## config.mk

```make
export PLATFORM = sky130hd
export DESIGN_NAME = line_drawer
export DESIGN_NICKNAME = d
export VERILOG_FILES = /design/src/rtl/line_drawer.sv
export SDC_FILE = /design/constraint.sdc
export NUM_CORES = 1
export LEC_CHECK = 0
export ABC_AREA = 1
export BUFFER_PORTS_ARGS = -buffer_cell sky130_fd_sc_hd__buf_2
export CAP_MARGIN = 0
export CORE_UTILIZATION = 55
export DETAILED_ROUTE_END_ITERATION = 8
export GPL_ROUTABILITY_DRIVEN = 0
export PLACE_DENSITY = 0.79
export SYNTH_ARGS = -nofsm -noshare
export SYNTH_HDL_FRONTEND = slang
export SYNTH_SLANG_ARGS = --single-unit
```

## constraint.sdc

```tcl
create_clock -name clk -period 14.3 [get_ports clk]
set_clock_uncertainty 0.2 [all_clocks]
set_input_delay 2.86 -clock clk [delete_from_list [all_inputs] [get_ports clk]]
set_output_delay 2.86 -clock clk [all_outputs]
set_load 0.02 [all_outputs]
```

## src/rtl/line_drawer.sv

```systemverilog
// Bresenham line engine: captures two endpoints and a colour, emits one pixel per cycle to the VGA plot port.
// Latency: first pixel 2 cycles after start, N pixels back to back, done pulse 1 cycle after the last pixel.
// No backpressure: the consumer must accept every plotted pixel; i_start is ignored while busy.
module line_drawer (
    input  logic       clk,
    input  logic       reset,
    input  logic       i_start,
    input  logic [8:0] i_x0,
    input  logic [7:0] i_y0,
    input  logic [8:0] i_x1,
    input  logic [7:0] i_y1,
    input  logic [2:0] i_color,
    output logic [8:0] o_x,
    output logic [7:0] o_y,
    output logic [2:0] o_color,
    output logic       o_plot,
    output logic       o_busy,
    output logic       o_done
);

    typedef enum logic [1:0] {
        S_IDLE,
        S_INIT,
        S_DRAW,
        S_DONE
    } state_t;

    state_t state;
    state_t state_next;

    // Endpoints captured on the start cycle so the inputs may change afterwards.
    logic [8:0] cap_x0;
    logic [7:0] cap_y0;
    logic [8:0] cap_x1;
    logic [7:0] cap_y1;

    // Walk state in the (possibly swapped) frame: xa walks toward xb one step per pixel.
    logic [8:0]        xa;
    logic [8:0]        xb;
    logic [8:0]        y;
    logic [8:0]        dx;
    logic [8:0]        dy;
    logic signed [10:0] err;
    logic              steep;
    logic              ystep_up;

    // Setup values derived from the captured endpoints during INIT.
    logic [8:0]         ax, ay, bx, by;
    logic [8:0]         adx, ady;
    logic               init_steep;
    logic [8:0]         p0x, p0y, p1x, p1y;
    logic [8:0]         sa_x, sa_y, sb_x, sb_y;
    logic [8:0]         init_dx, init_dy;
    logic               init_up;
    logic signed [10:0] init_err;

    // Per-pixel step values during DRAW.
    logic signed [10:0] err_sum;
    logic               step_y;
    logic [8:0]         y_step;
    logic [8:0]         y_next;
    logic signed [10:0] err_next;
    logic [8:0]         xa_next;

    assign o_busy = (state != S_IDLE);

    // State register.
    always_ff @(posedge clk) begin
        if (reset) begin
            state <= S_IDLE;
        end else begin
            state <= state_next;
        end
    end

    // Next-state: one INIT cycle, DRAW until the far endpoint is plotted, one DONE cycle.
    always_comb begin
        state_next = state;
        case (state)
            S_IDLE: if (i_start) state_next = S_INIT;
            S_INIT: state_next = S_DRAW;
            S_DRAW: if (xa == xb) state_next = S_DONE;
            S_DONE: state_next = S_IDLE;
            default: state_next = S_IDLE;
        endcase
    end

    // Octant normalisation: swap axes for steep lines, then order endpoints so X increases.
    always_comb begin
        ax = cap_x0;
        ay = {1'b0, cap_y0};
        bx = cap_x1;
        by = {1'b0, cap_y1};
        adx = (ax >= bx) ? (ax - bx) : (bx - ax);
        ady = (ay >= by) ? (ay - by) : (by - ay);
        init_steep = (ady > adx);
        p0x = init_steep ? ay : ax;
        p0y = init_steep ? ax : ay;
        p1x = init_steep ? by : bx;
        p1y = init_steep ? bx : by;
        if (p0x > p1x) begin
            sa_x = p1x;
            sa_y = p1y;
            sb_x = p0x;
            sb_y = p0y;
        end else begin
            sa_x = p0x;
            sa_y = p0y;
            sb_x = p1x;
            sb_y = p1y;
        end
        init_dx  = sb_x - sa_x;
        init_up  = (sa_y < sb_y);
        init_dy  = init_up ? (sb_y - sa_y) : (sa_y - sb_y);
        init_err = 11'sd0 - $signed({3'b000, init_dx[8:1]});
    end

    // Bresenham step: the error decides whether the minor axis advances for the next pixel.
    always_comb begin
        err_sum  = err + $signed({2'b00, dy});
        step_y   = ~err_sum[10];
        y_step   = ystep_up ? (y + 9'd1) : (y - 9'd1);
        y_next   = step_y ? y_step : y;
        err_next = step_y ? (err_sum - $signed({2'b00, dx})) : err_sum;
        xa_next  = xa + 9'd1;
    end

    // Datapath and registered outputs; the pixel for each DRAW cycle is loaded on the preceding edge.
    always_ff @(posedge clk) begin
        if (reset) begin
            cap_x0   <= '0;
            cap_y0   <= '0;
            cap_x1   <= '0;
            cap_y1   <= '0;
            xa       <= '0;
            xb       <= '0;
            y        <= '0;
            dx       <= '0;
            dy       <= '0;
            err      <= '0;
            steep    <= 1'b0;
            ystep_up <= 1'b0;
            o_x      <= '0;
            o_y      <= '0;
            o_color  <= '0;
            o_plot   <= 1'b0;
            o_done   <= 1'b0;
        end else begin
            o_plot <= 1'b0;
            o_done <= 1'b0;
            case (state)
                S_IDLE: begin
                    if (i_start) begin
                        cap_x0  <= i_x0;
                        cap_y0  <= i_y0;
                        cap_x1  <= i_x1;
                        cap_y1  <= i_y1;
                        o_color <= i_color;
                    end
                end
                S_INIT: begin
                    xa       <= sa_x;
                    xb       <= sb_x;
                    y        <= sa_y;
                    dx       <= init_dx;
                    dy       <= init_dy;
                    err      <= init_err;
                    steep    <= init_steep;
                    ystep_up <= init_up;
                    o_plot   <= 1'b1;
                    o_x      <= init_steep ? sa_y : sa_x;
                    o_y      <= init_steep ? sa_x[7:0] : sa_y[7:0];
                end
                S_DRAW: begin
                    if (xa == xb) begin
                        o_done <= 1'b1;
                    end else begin
                        xa     <= xa_next;
                        y      <= y_next;
                        err    <= err_next;
                        o_plot <= 1'b1;
                        o_x    <= steep ? y_next : xa_next;
                        o_y    <= steep ? xa_next[7:0] : y_next[7:0];
                    end
                end
                S_DONE: begin
                end
                default: begin
                end
            endcase
        end
    end

endmodule

```

---- After elaboration in Yosys (flattened, before gate mapping) ----
Index checks and enable logic that the tools add are counted.
cells by class
  add/subtract/negate cells ............... 13
  $mul .................................... 0
  div/mod/pow operators ................... 0
  order comparisons ....................... 5
  eq/ne operators ......................... 7
  shift-type cells ........................ 0
  mux-type cells .......................... 34
  bitwise gates (word level) .............. 1
  reduce and logical (&&, ||, !) cells .... 7
operator list
  operator             count
  $mux 9               18
  $pmux 9 s2           3
  $sub 9x9->9          5
  $mux 8               3
  $mux 11              2
  $pmux 11 s2          1
  $add 9x1->9 const B  2
  $gt 9x9->1           2
  $sub 8x8->9          2
  $pmux 8 s2           1
  $add 11x10->11       1
  $sub 11x10->11       1
  $eq 9x9->1           1
  $ge 9x9->1           1
  $lt 9x9->1           1
  $sub 1x8->9 const A  1
  $sub 9x1->9 const B  1
  $ge 8x8->1           1
  $pmux 2 s4           1
  $ne 2x2->1 const B   3
  $reduce_and 2->1     3
  $eq 2x2->1 const B   2
  $mux 2               2
  $reduce_bool 2->1    2
  other kinds (6)      7
word-level totals
  register bits after elaboration ......... 116
  latch bits .............................. 0
  memory bits (writable) .................. 0
  memory bits (read-only) ................. 0
  input bits .............................. 40
  output and inout bits ................... 23
  word-level logic and storage cells ...... 85
  memories kept ........................... 0

---- Logic depth before layout (Yosys ltp) ----
  word-level depth ........................ 9
  mapped depth ............................ 58
  gate-level depth less buffers ........... 51

---- Least setup slack after synthesis ----
No wires, ideal clock.
  path kind ............................... register to register
  start ................................... reg cap_x0[2] (netlist: ax[2])
  end ..................................... reg dy[7]
  setup time .............................. 115 ps
  arrival ................................. 8,734 ps
  data required time ...................... 13,985 ps
  slack ................................... 5,250 ps
  stages on the path, launching flop included .. 51
  path buffers ............................ 6
  period minus slack after synthesis ...... 9,050 ps
  path through ............................ dfxtp_1 inv_1 ha_1 a21oi_1 o21ai_0 a21oi_1 o21ai_0 a211o_1 a21oi_1 inv_1 o21ai_0 o221ai_1 xnor2_1 ha_1 a21o_1 nor2_2 nand3_4 nand2_4 [15 not listed] clkbuf_1 clkbuf_1 nand2_1 o21ai_0 ha_1 a21oi_1 o21ai_0 a21boi_0 o21ai_0 a21oi_1 inv_1 a21oi_1 inv_1 a2111oi_0 o32ai_1 xor2_1 o21ai_0 inv_1
between the ends
  cells in the longest elaborated chain, start to end .. 8
  elaborated cells between the ends (all ways) .. 16
  classes of those cells .................. add/sub: 4; order compare: 4; mux: 8
ends and longest elaborated chain
  item                                       line      text
  start: declaration                         32        logic [8:0] cap_x0;
  start signal: assignment                   154       cap_x0 <= i_x0;
  $sub 9x9->9 or $ge 9x9->1 (tied branches)  94        adx = (ax >= bx) ? (ax - bx) : (bx - ax);
  $mux 9                                     94
  $gt 9x9->1                                 96        init_steep = (ady > adx);
  $mux 9 (on tied branches)                  97, 99
  $gt 9x9->1                                 101       if (p0x > p1x) begin
  $mux 9                                     101
  $sub 9x9->9 or $lt 9x9->1 (tied branches)  114, 113
  $mux 9 (*)                                 114       init_dy = init_up ? (sb_y - sa_y) : (sa_y - sb_y);
  end signal: assignment                     166       dy <= init_dy;
  end: declaration                           42        logic [8:0] dy;
Mark *: on every way between the ends. The rest lies on a longest branch, timed or not.
A chain may end at the register's enable or synchronous reset.

---- Worst setup path after layout ----
Same ends and word-level chain as after synthesis.

==> results.toml <==
[outcome]
status = "completed"

[grt]
grt_max_degree = 76
grt_use_total_pct = 30.6
antenna_found_initial = 0
grt_pass1_wl_um = 44300
grt_pass1_vias = 9042
gr-total-overflow = 0

[cells_and_area]
diodes = 0
final_cell_mix = "286 x nand2_1, 203 x inv_1, 178 x o21ai_0"
stdcell_area_um2 = 11000
multi_input_area_um2 = 6600
fill_cells = 1603
seqCellArea_um2 = 2320
nets = 1661
syn_to_final_growth_pct = 10.1
stdcell_count = 1752
mostFrequentLayoutCell = "nand2_1"
drive_gt1_share_pct = 10.4

[worst_setup_path]
crit_family = "compound AO/OA/AOI/OAI gates"
crit_required_ns = 14.42
critPathLaunchType = "register"
crit_path_end_kind = "register"
cp_max_fo = 57
cp.buffers_inverters = 10
critPathMaxStageDelay_ns = 0.55
crit_top_cell = "inv_1"
arrival_ns = 11.01
critPathSlowestCell = "clkinv_1"
path_class = "reg -> reg"

[clock_network]
cts_resized = 0
post_cts.repair.setup_buffers = 0
numCtsBuffers = 17
clk_path_buf_depth = 2
ctsRootBufferMaster = "clkbuf_16"
path_clk_slew_ns = 0.06
cts_hold_buf = 0
cts_tree = "done"
insertion_delay_ns = 0.43
h-tree-depth = 4
clock_sinks = 116

[placement]
dp_hpwl_um = 20900
placed_cell_area_um2 = 10300
io_buffers = 62
place_ws_ns = 3.67
dpl.cell_count = 1720

[route]
wl_per_cell_um = 15.8
viasPerCell = 5.80
firstDrtPassIters = 8
vias = 10200
wl_met1_um = 11900
ant_nets = 0
dr_wl_met3_um = 2160
top_layer = "met4"
drt_iter0_markers = 1027
wl_met2_um = 12500
post-route-drc-count = 0
drt_wl_total_um = 27700

[synthesis]
syn_inst = 1500
synthMuxAreaShare_pct = 0.813
async_flop_share_pct = 0
synth_top_family_by_area = "compound AO/OA/AOI/OAI gates"
seq_area_frac_synth_pct = 23.2
synth_nets = 1647
synth_ff_type = "dfxtp_1"
synth_compound_area_share_pct = 24.8
netlist_area_um2 = 10000
synth_xor_area_share_pct = 4.81
synth-simple-area-share_pct = 21.3
ys_types = 48
synth-adder-area-share_pct = 14.1
yosysWarnings = 0
avgSynthCellArea_um2 = 6.67
ys_ff_latch = 116
synth-edff-count = 0

[sta]
worst_slack_ns = 3.41
worst_pin_slew_ns = 1.11
max_slew_margin_pct = 25.9
setup_violations = 0
finalHoldViolCount = 0
fin_crit_sh_pct = 76.2
fmax_ghz = 0.0918
rsz0062_at_grt = "false"
drv_slew = 0
final.setup.tns_ns = 0
post-route-min-period_ns = 10.89

[floorplan]
core_um2 = 17500
die_height_um = 137
die_area_um2 = 18700
die_w_um = 137
boundaryPins = 63
placementRows = 48
initial_core_util_pct = 57.1

[hold_path]
holdCritPathClass = "reg -> reg"

[job]
max_cap_viol_count = 0
-- worst min-delay path: cells and delay by family (launching register included) --
| kind | cells | cell delay [ns] |
|---|---|---|
| flops | 1 | 0.31 |
| simple gates | 1 | 0.06 |
| compound gates | 1 | 0.05 |
-- through the flow --
stage | hold WS [ns] | util, %
after floorplan | 0.249 | -
after global placement | 0.265 | 59.0
after detailed placement | 0.270 | 59.0
after CTS | 0.278 | 62.8
after global routing | 0.302 | 62.8
final | 0.275 | 62.8
-- layer usage --
layer / track usage [%] / vias up
li1: - / 5010
met1: 39.4 / 4610
met2: 49.2 / 453
met3: 5.85 / 80
met4: 14.3 / 0
met5: 0 / -
-- worst paths after layout --
kind	startpoint	endpoint	slack, ns	cells past startpoint
setup reg to reg	ax[2]	dy[7]	3.41	45
hold reg to reg	y[8]	y[8]	0.28	2
setup / recovery	ax[2]	dy[7]	3.41	45
hold / removal	y[8]	y[8]	0.28	2
-- flip-flops by register name, summed over array words and instances, names as in the netlist, 9 cells and up --
signal	cells
ax	9
bx	9
dx	9
dy	9
err	11
o_x	9
xa	9
xb	9
y	9
-- synthesized netlist by cell type (4+ instances only) --
cell      instances  area share [%]
nand4_1           5            0.31
nand3_1          63             3.2
xnor2_1          18             1.6
a211oi_1          4            0.30
buf_1             4            0.15
o21ai_1          14            0.70
clkbuf_1         60             2.3
nor2_2            6            0.38
fa_1              9             1.8
o211ai_1         48             3.6
inv_2             8            0.30
inv_1           204             7.7
nand2_1         287              11
nor2_1           66             2.5
a21o_1            4            0.30
dfxtp_1         116              23
xor2_1           37             3.2
a21oi_1         154             7.7
nand2_2          22             1.4
ha_1             98              12
nand2_4           5            0.56
nor3_1            8            0.40
a31oi_1          21             1.3
o21bai_1          7            0.53
o21ai_0         179             9.0
nand3_2           4            0.40
mux2i_1           7            0.70
-- cells by family after synthesis --
logic type / after synthesis
AND/OR/NAND/NOR: 480
AO/OA/AOI/OAI: 448
buffers and inverters: 286
flip-flops: 116
adder cells (fa/ha/maj): 107
XOR/XNOR: 55
multiplexers: 8
-- cell type report --
type,instances,area share (%)
Multi-Input combinational cell,1098,59.9
Clock buffer,24,4.55
Inverter,215,7.32
Sequential cell,116,21.1
Tap cell,225,2.55
Timing Repair Buffer,66,3.09
Clock inverter,8,1.53
Power is left out: the tool's default activity adds up to more than one toggle a clock period on the data nets, which glitch-free logic cannot reach.
